`config.mk`:
```
export PLATFORM = sky130hd
export DESIGN_NAME = rabbit_xor_stream
export DESIGN_NICKNAME = d
export VERILOG_FILES = /design/src/rtl/rabbit_xor_stream.sv
export SDC_FILE = /design/constraint.sdc
export NUM_CORES = 1
export LEC_CHECK = 0
export BUFFER_PORTS_ARGS = -buffer_cell sky130_fd_sc_hd__buf_2
export CAP_MARGIN = 20
export CORE_MARGIN = 2
export CORE_UTILIZATION = 40
export CTS_CLUSTER_SIZE = 25
export DETAILED_ROUTE_END_ITERATION = 8
export GPL_TIMING_DRIVEN = 1
export RECOVER_POWER = 100
export SYNTH_ARGS = -nofsm -noshare
export SYNTH_HDL_FRONTEND = slang
export SYNTH_SLANG_ARGS = --single-unit
```
`constraint.sdc`:
```
create_clock -name clk -period 3.7 [get_ports clk]
set_clock_uncertainty 0.2 [all_clocks]
set_input_delay 0 -clock clk [delete_from_list [all_inputs] [get_ports clk]]
set_output_delay 0 -clock clk [all_outputs]
set_load 0.03 [all_outputs]
```
`src/rtl/rabbit_xor_stream.sv`:
```
// Rabbit keystream XOR stage: captures 128-bit keystream blocks, XORs them word by
// word onto a 32-bit input stream and buffers the results in a small output FIFO.
module rabbit_xor_stream #(
  parameter int FIFO_DEPTH = 4
) (
  input  logic         clk,
  input  logic         rst_n,
  input  logic         clear,
  input  logic [127:0] ks_in,
  input  logic         ks_ready,
  output logic         ks_en,
  input  logic [31:0]  s_data,
  input  logic         s_last,
  input  logic         s_valid,
  output logic         s_ready,
  output logic [31:0]  m_data,
  output logic         m_last,
  output logic         m_valid,
  input  logic         m_ready,
  output logic [31:0]  word_cnt
);

  localparam int AW = $clog2(FIFO_DEPTH);
  localparam int CW = AW + 1;

  typedef enum logic {WAIT_KS, HAVE_KS} state_t;

  state_t          state_q, state_d;
  logic [127:0]    kbuf_q, kbuf_d;
  logic [1:0]      widx_q, widx_d;
  logic [AW-1:0]   wr_q, wr_d, rd_q, rd_d;
  logic [CW-1:0]   cnt_q, cnt_d;
  logic [31:0]     wcnt_q, wcnt_d;
  logic [32:0]     mem [FIFO_DEPTH];

  logic            full, empty, capture, push, pop;
  logic [31:0]     ks_word;

  assign full    = (cnt_q == CW'(FIFO_DEPTH));
  assign empty   = (cnt_q == '0);
  assign ks_word = kbuf_q[{widx_q, 5'd0} +: 32];

  // ks_en is combinational from ks_ready, so it is explicitly held low during reset.
  assign capture = rst_n && !clear && (state_q == WAIT_KS) && ks_ready;
  assign ks_en   = capture;
  assign s_ready = !clear && (state_q == HAVE_KS) && !full;
  assign push    = s_valid && s_ready;
  assign pop     = !clear && !empty && m_ready;

  assign m_valid  = !empty;
  assign m_data   = empty ? 32'd0 : mem[rd_q][31:0];
  assign m_last   = empty ? 1'b0  : mem[rd_q][32];
  assign word_cnt = wcnt_q;

  always_comb begin
    state_d = state_q;
    kbuf_d  = kbuf_q;
    widx_d  = widx_q;
    wr_d    = wr_q;
    rd_d    = rd_q;
    cnt_d   = cnt_q;
    wcnt_d  = wcnt_q;
    if (clear) begin
      state_d = WAIT_KS;
      widx_d  = 2'd0;
      wr_d    = '0;
      rd_d    = '0;
      cnt_d   = '0;
      wcnt_d  = 32'd0;
    end else begin
      if (capture) begin
        kbuf_d  = ks_in;
        widx_d  = 2'd0;
        state_d = HAVE_KS;
      end
      if (push) begin
        widx_d = widx_q + 2'd1;
        wr_d   = wr_q + AW'(1);
        wcnt_d = wcnt_q + 32'd1;
        if (widx_q == 2'd3) state_d = WAIT_KS;
      end
      if (pop) rd_d = rd_q + AW'(1);
      case ({push, pop})
        2'b10:   cnt_d = cnt_q + CW'(1);
        2'b01:   cnt_d = cnt_q - CW'(1);
        default: cnt_d = cnt_q;
      endcase
    end
  end

  always_ff @(posedge clk or negedge rst_n) begin
    if (!rst_n) begin
      state_q <= WAIT_KS;
      kbuf_q  <= '0;
      widx_q  <= 2'd0;
      wr_q    <= '0;
      rd_q    <= '0;
      cnt_q   <= '0;
      wcnt_q  <= 32'd0;
    end else begin
      state_q <= state_d;
      kbuf_q  <= kbuf_d;
      widx_q  <= widx_d;
      wr_q    <= wr_d;
      rd_q    <= rd_d;
      cnt_q   <= cnt_d;
      wcnt_q  <= wcnt_d;
    end
  end

  // Storage needs no reset: the outputs are masked whenever the FIFO is empty.
  always_ff @(posedge clk) begin
    if (push) mem[wr_q] <= {s_last, s_data ^ ks_word};
  end

endmodule
```
# == Yosys cells after proc, flatten, opt, wreduce, memory -nomap -nowiden ==
# Memory sizes are Yosys's and may differ from the RTL's.
# Cells that the tools add are included.
# word_totals
register_bits,170
ramBits,132
mem_count,1
# op_classes
n_addsub,6
n_eq_ne,4
shifts,1
n_mux,19
n_bitwise,3
reduce_logical,17
# mem_list
name,words,word_bits,read_ports,rd_ports_with_merged_regs,wr,line,text
mem,4,33,1,0,1,34,logic [32:0] mem [FIFO_DEPTH];
# op_table
operator,count
$shiftx A128 B8 Y32,1
$mux W32,3
$add A32 B1 Y32 const B,1
$xor A32 B32 Y32,1
$mux W2,7
$logic_and A1 B1 Y1,8
$mux W1,7
$add A2 B1 Y2 const B,3
$pmux W3 S2,1
$reduce_bool A3 Y1,2
$eq A2 B2 Y1 const B,2
$reduce_bool A2 Y1,2
$add A3 B1 Y3 const B,1
$eq A3 B3 Y1 const B,1
$logic_not A1 Y1,3
$logic_not A3 Y1,1
$mux W3,1
$sub A3 B1 Y3 const B,1
$eq A2 B1 Y1 const B,1
$not A1 Y1,2
$reduce_and A2 Y1,1

# == Logic depth before layout (Yosys ltp) ==
# depth
ltp_word,8
ltp_mapped,8
mapped_depth_nobuf,7

# == Worst setup path after synthesis ==
# Ideal clock, no wire load.
# synth_path
path_kind,reg-to-reg
startpoint,reg cnt_q[2]
endpoint,mem mem[0][0] (enable)
setup_time_ps,393
t_arrival_ps,2094
t_required_ps,3107
path_slack_ps,1013
stages_incl_launch_ff,5
path_buffers,1
period_less_slack_ps,2687
path_cell_list,dfrtp_1 nor3b_2 nor2_1 clkbuf_1 and2_1
# synth_via
elab_chain_len,6
# synth_rtl
element,line,text
"start, declared",32,"logic [CW-1:0] cnt_q, cnt_d;"
"start signal, assigned",106,cnt_q <= cnt_d;
$eq A3 B3 Y1,39,assign full = (cnt_q == CW'(FIFO_DEPTH));
$logic_not A1 Y1,46,assign s_ready = !clear && (state_q == HAVE_KS) && !full;
$logic_and A1 B1 Y1,46,
$logic_and A1 B1 Y1,47,assign push = s_valid && s_ready;
$mux W1,113,"if (push) mem[wr_q] <= {s_last, s_data ^ ks_word};"
$mux W1 (implied by the code),113,
"end, declared",34,
# Every way passes these cells.

# == Worst setup path in the final report ==
# layout_path
startpoint,in rst_n
endpoint,reg kbuf_q[24]
# layout_via
elab_chain_len,4
# layout_rtl
element,line,text
"start, declared",7,"input logic rst_n,"
$logic_and A1 B1 Y1 (3 in a row),44,assign capture = rst_n && !clear && (state_q == WAIT_KS) && ks_ready;
$reduce_and A2 Y1 (no source line),-,
"end signal, assigned",102,kbuf_q <= kbuf_d;
"end, declared",29,"logic [127:0] kbuf_q, kbuf_d;"
# Every way passes these cells.
# A chain may end at the register's enable or synchronous reset.

==> reports/metrics.cfg <==
[floorplan]
fp.coreArea_um2 = 31600
num_io_pins = 235
start_util_pct = 40.7
floorplan.rows = 65
fp.dieH_um = 183
die_w_um = 183
die-area_um2 = 33600

[clock_network]
cts_resized = 0
cts_max_path_buffers = 3
htree_levels = 2
tritoncts = done
cts-root-buf = clkbuf_16
clock_latency_ns = 0.50
cts_inserted_buffers = 35
clock_sinks = 302
path_clk_slew_ns = 0.06

[pwr]
p_per_area_nw_per_um2 = 558
ir_worst_vdd_v = 0.000328
p_leak_nw = 6.84

[setup_path]
cpMostUsedCell = dlygate4sd3_1
worstPathMaxFanout = 61
r2r_cells = 8
max_stage_delay_ns = 0.81
cpMaxStageDelayCell = buf_2
critPathLaunchType = primary input
worst_ep_required_time_ns = 3.88
crit_type = primary input to register
crit-reg2reg-launch = cnt_q[0]$_DFFE_PN0P_
crit_arrival_ns = 3.44
r2r_slack_ns = 0.48
path_cells = dlygate4sd3_1 -> dlygate4sd3_1 -> clkbuf_1 -> nand3_1 -> inv_6 -> buf_2 -> mux2_2
endpoint_kind = register
rr_endpoint = cnt_q[1]$_DFFE_PN0P_

[synth]
synth.avg_cell_area_um2 = 16.6
yosys_warnings = 0
syn-num-nets = 951
synth.area.top_cells = dfrtp_1 (33%), edfxtp_1 (31%), mux2_2 (11%), mux4_2 (11%), xor2_1 (3.7%)
syn-cell-area_um2 = 12900
ys_ff_latch = 302
post_synth_num_cell_types = 36
yosysTopAreaCell = dfrtp_1
yosysSeqAreaShare_pct = 63.8
yosysTopAreaCellShare_pct = 33.0
syn_inst = 777

[routing]
postRouteAntennaNets = 0
dr.pass1.iters = 4
routedWlPerCell_um = 18.8
via_count = 8137
wl_um = 30500
via_per_inst = 5.02
detail_route.iter0.violations = 385
drt_drc_violations_left = 0

[sta]
layout_min_cycle_time_ns = 3.27
hold_viol_final = 0
finalSetupTns_ns = 0
grt_setup_unrepaired = no
final_max_slew_viol_count = 36
maxSlewHeadroom_pct = -8.33
tightest_slew_ns = 1.62
finalSetupViolCount = 0
post-route-period-util_pct = 88.3
fmax_mhz = 306
finalWorstSetupSlack_ns = 0.433

[worst_hold_path]
min_to = kbuf_q[42]$_DFFE_PN0P_
hp-class = primary input to register
hold_depth = 3
hold_start = ks_in[42]

[global_routing]
grt_max_degree = 73
antenna_found_initial = 1
grt_pass1_wl_um = 48200
grtUsageTotal_pct = 18.5
grt_overflow = 0
grt_pass1_vias = 8804

[placed_design]
io_buffer_count = 234
pre_cts_slack_ns = 1.11
post-dp-hpwl_um = 19200
place_area_um2 = 14600
routabilityCongestion = 0.743

[status]
violations = max-capacitance violations, max-slew violations
outcome = finished with violations

[layout]
final_nets = 1367
fin_area_um2 = 17200
areaGrowthSynthToFinish_pct = 33.7
drive_gt1_share_pct = 37.7

[job]
max-cap-violations = 1

## area by class of cell
| cell class | instances | area [um^2] |
|---|---|---|
| diodes | 1 | 2.50 |
| well taps | 402 | 503 |
| repair buffers | 422 | 2910 |
| inverters | 6 | 27.5 |
| flip-flops and latches | 302 | 8220 |
| multi-input cells | 426 | 4460 |
| clock buffers | 51 | 1040 |
| clock inverters | 12 | 57.6 |
| fillers | 2636 | 14400 |
## synth_stat cells (all sizes together)
library cell and n:
o31ai 2, nor3 5, fa 1, nor3b 1
nand4 11, mux2i 1, a21oi 10, xnor2 2
nand3 14, dfrtp 170, or4 1, or3 9
and3 2, nor4 3, buf 19, mux2 130
nor2 32, a31o 1, nand2b 2, clkbuf 24
inv 6, ha 6, o41ai 1, edfxtp 132
nand2 18, xor2 55, mux4 65, nand3b 1
and4 4, nor2b 1, a22oi 1, o21ai 9
and2 38
## worst max-delay path: cells and delay by family
kind | cells | cell delay, ns
buffers and inverters | 5 | 2.68
muxes | 1 | 0.43
and+or+nand+nor | 1 | 0.28
## per-layer routing
metal | share of wire (%) | routed length, um | global-route usage [%] | vias to the layer above
met3 | 4.6 | 1400 | 3.41 | 49
met5 | 0 | 0 | 0 | -
li1 | - | - | - | 3760
met2 | 50 | 15400 | 32.0 | 197
met1 | 43 | 13100 | 23.9 | 4131
met4 | 2.3 | 690 | 5.12 | 0
## where the power goes
part           internal (W)  switching [W]  leakage (nW)
Sequential          0.00400       0.000324          3.29
Clock               0.00194        0.00131         0.544
Combinational       0.00102        0.00101          3.02
## repair_timing
item | in CTS | in global routing
setup buffers | 0 | 0
hold buffers | 169 | 0
endpoints found under the hold margin | 399 | 0
## worst max path at each step
| stage | start | to | slack [ns] | cells after the start |
|---|---|---|---|---|
| after CTS | cnt_q[0]$_DFFE_PN0P_ | cnt_q[1]$_DFFE_PN0P_ | 0.71 | 8 |
| final | rst_n | kbuf_q[24]$_DFFE_PN0P_ | 0.43 | 7 |
| after floorplan | cnt_q[2]$_DFFE_PN0P_ | mem[0][0]$_DFFE_PP_ | 1.01 | 4 |
| after detailed placement | cnt_q[0]$_DFFE_PN0P_ | cnt_q[2]$_DFFE_PN0P_ | 1.11 | 8 |
| after global routing | cnt_q[0]$_DFFE_PN0P_ | m_data[12] | 0.23 | 4 |
| after global placement | cnt_q[0]$_DFFE_PN0P_ | cnt_q[2]$_DFFE_PN0P_ | 1.18 | 8 |
## metrics by stage
| step | util [%] | power [W] | std cells | hold slack [ns] |
|---|---|---|---|---|
| floorplan | - | 0.00566 | 777 | -0.496 |
| CTS | 54.9 | 0.00977 | 1620 | 0.0385 |
| global placement | 46.1 | 0.00630 | 1388 | -0.313 |
| detailed placement | 46.1 | 0.00634 | 1388 | -0.319 |
| finish | 54.4 | 0.00960 | 1622 | 0.0629 |
| global route | 54.4 | 0.0101 | 1621 | 0.0556 |
## layout by cell type, fill, tap and decap left out, types with 2 or more instances in the layout
cell and instances:
edfxtp_1 132, buf_4 5, o21ai_0 9, a21oi_1 10
and2_0 3, mux2_2 130, mux4_2 65, and2_1 32
ha_1 6, buf_2 189, clkbuf_8 6, xnor2_1 2
dfrtp_1 167, clkinv_1 5, and3_1 2, o31ai_1 2
and4_1 4, xor2_1 55, or3_1 8, nor3_1 5
clkbuf_2 7, nand4_1 11, dfrtp_2 2, dlygate4sd3_1 169
clkbuf_1 60, clkinv_2 6, inv_1 5, clkbuf_16 37
nand2_1 18, nor2_1 32, and2_2 3, nand3_1 14
## registers in the layout, summed over array words and instances (netlist names)
name / cells
cnt_q: 3
kbuf_q: 128
mem: 132
rd_q: 2
state_q: 1
widx_q: 2
word_cnt: 32
wr_q: 2
## kinds of logic (layout without fill, tap and decap cells)
logic type      count (synthesis)  after routing  synth area share (%)
xor+xnor                       57             57                  3.88
simple gates                  142            142                  6.10
compound gates                 24             24                  1.05
flops                         302            302                  63.8
mux                           196            196                  22.8
fa+ha+maj                       7              7                 0.738
buf+inv                        49            491                  1.61
other cells                     0              1                     0
No activity file was read; power rests on OpenSTA's default activity.
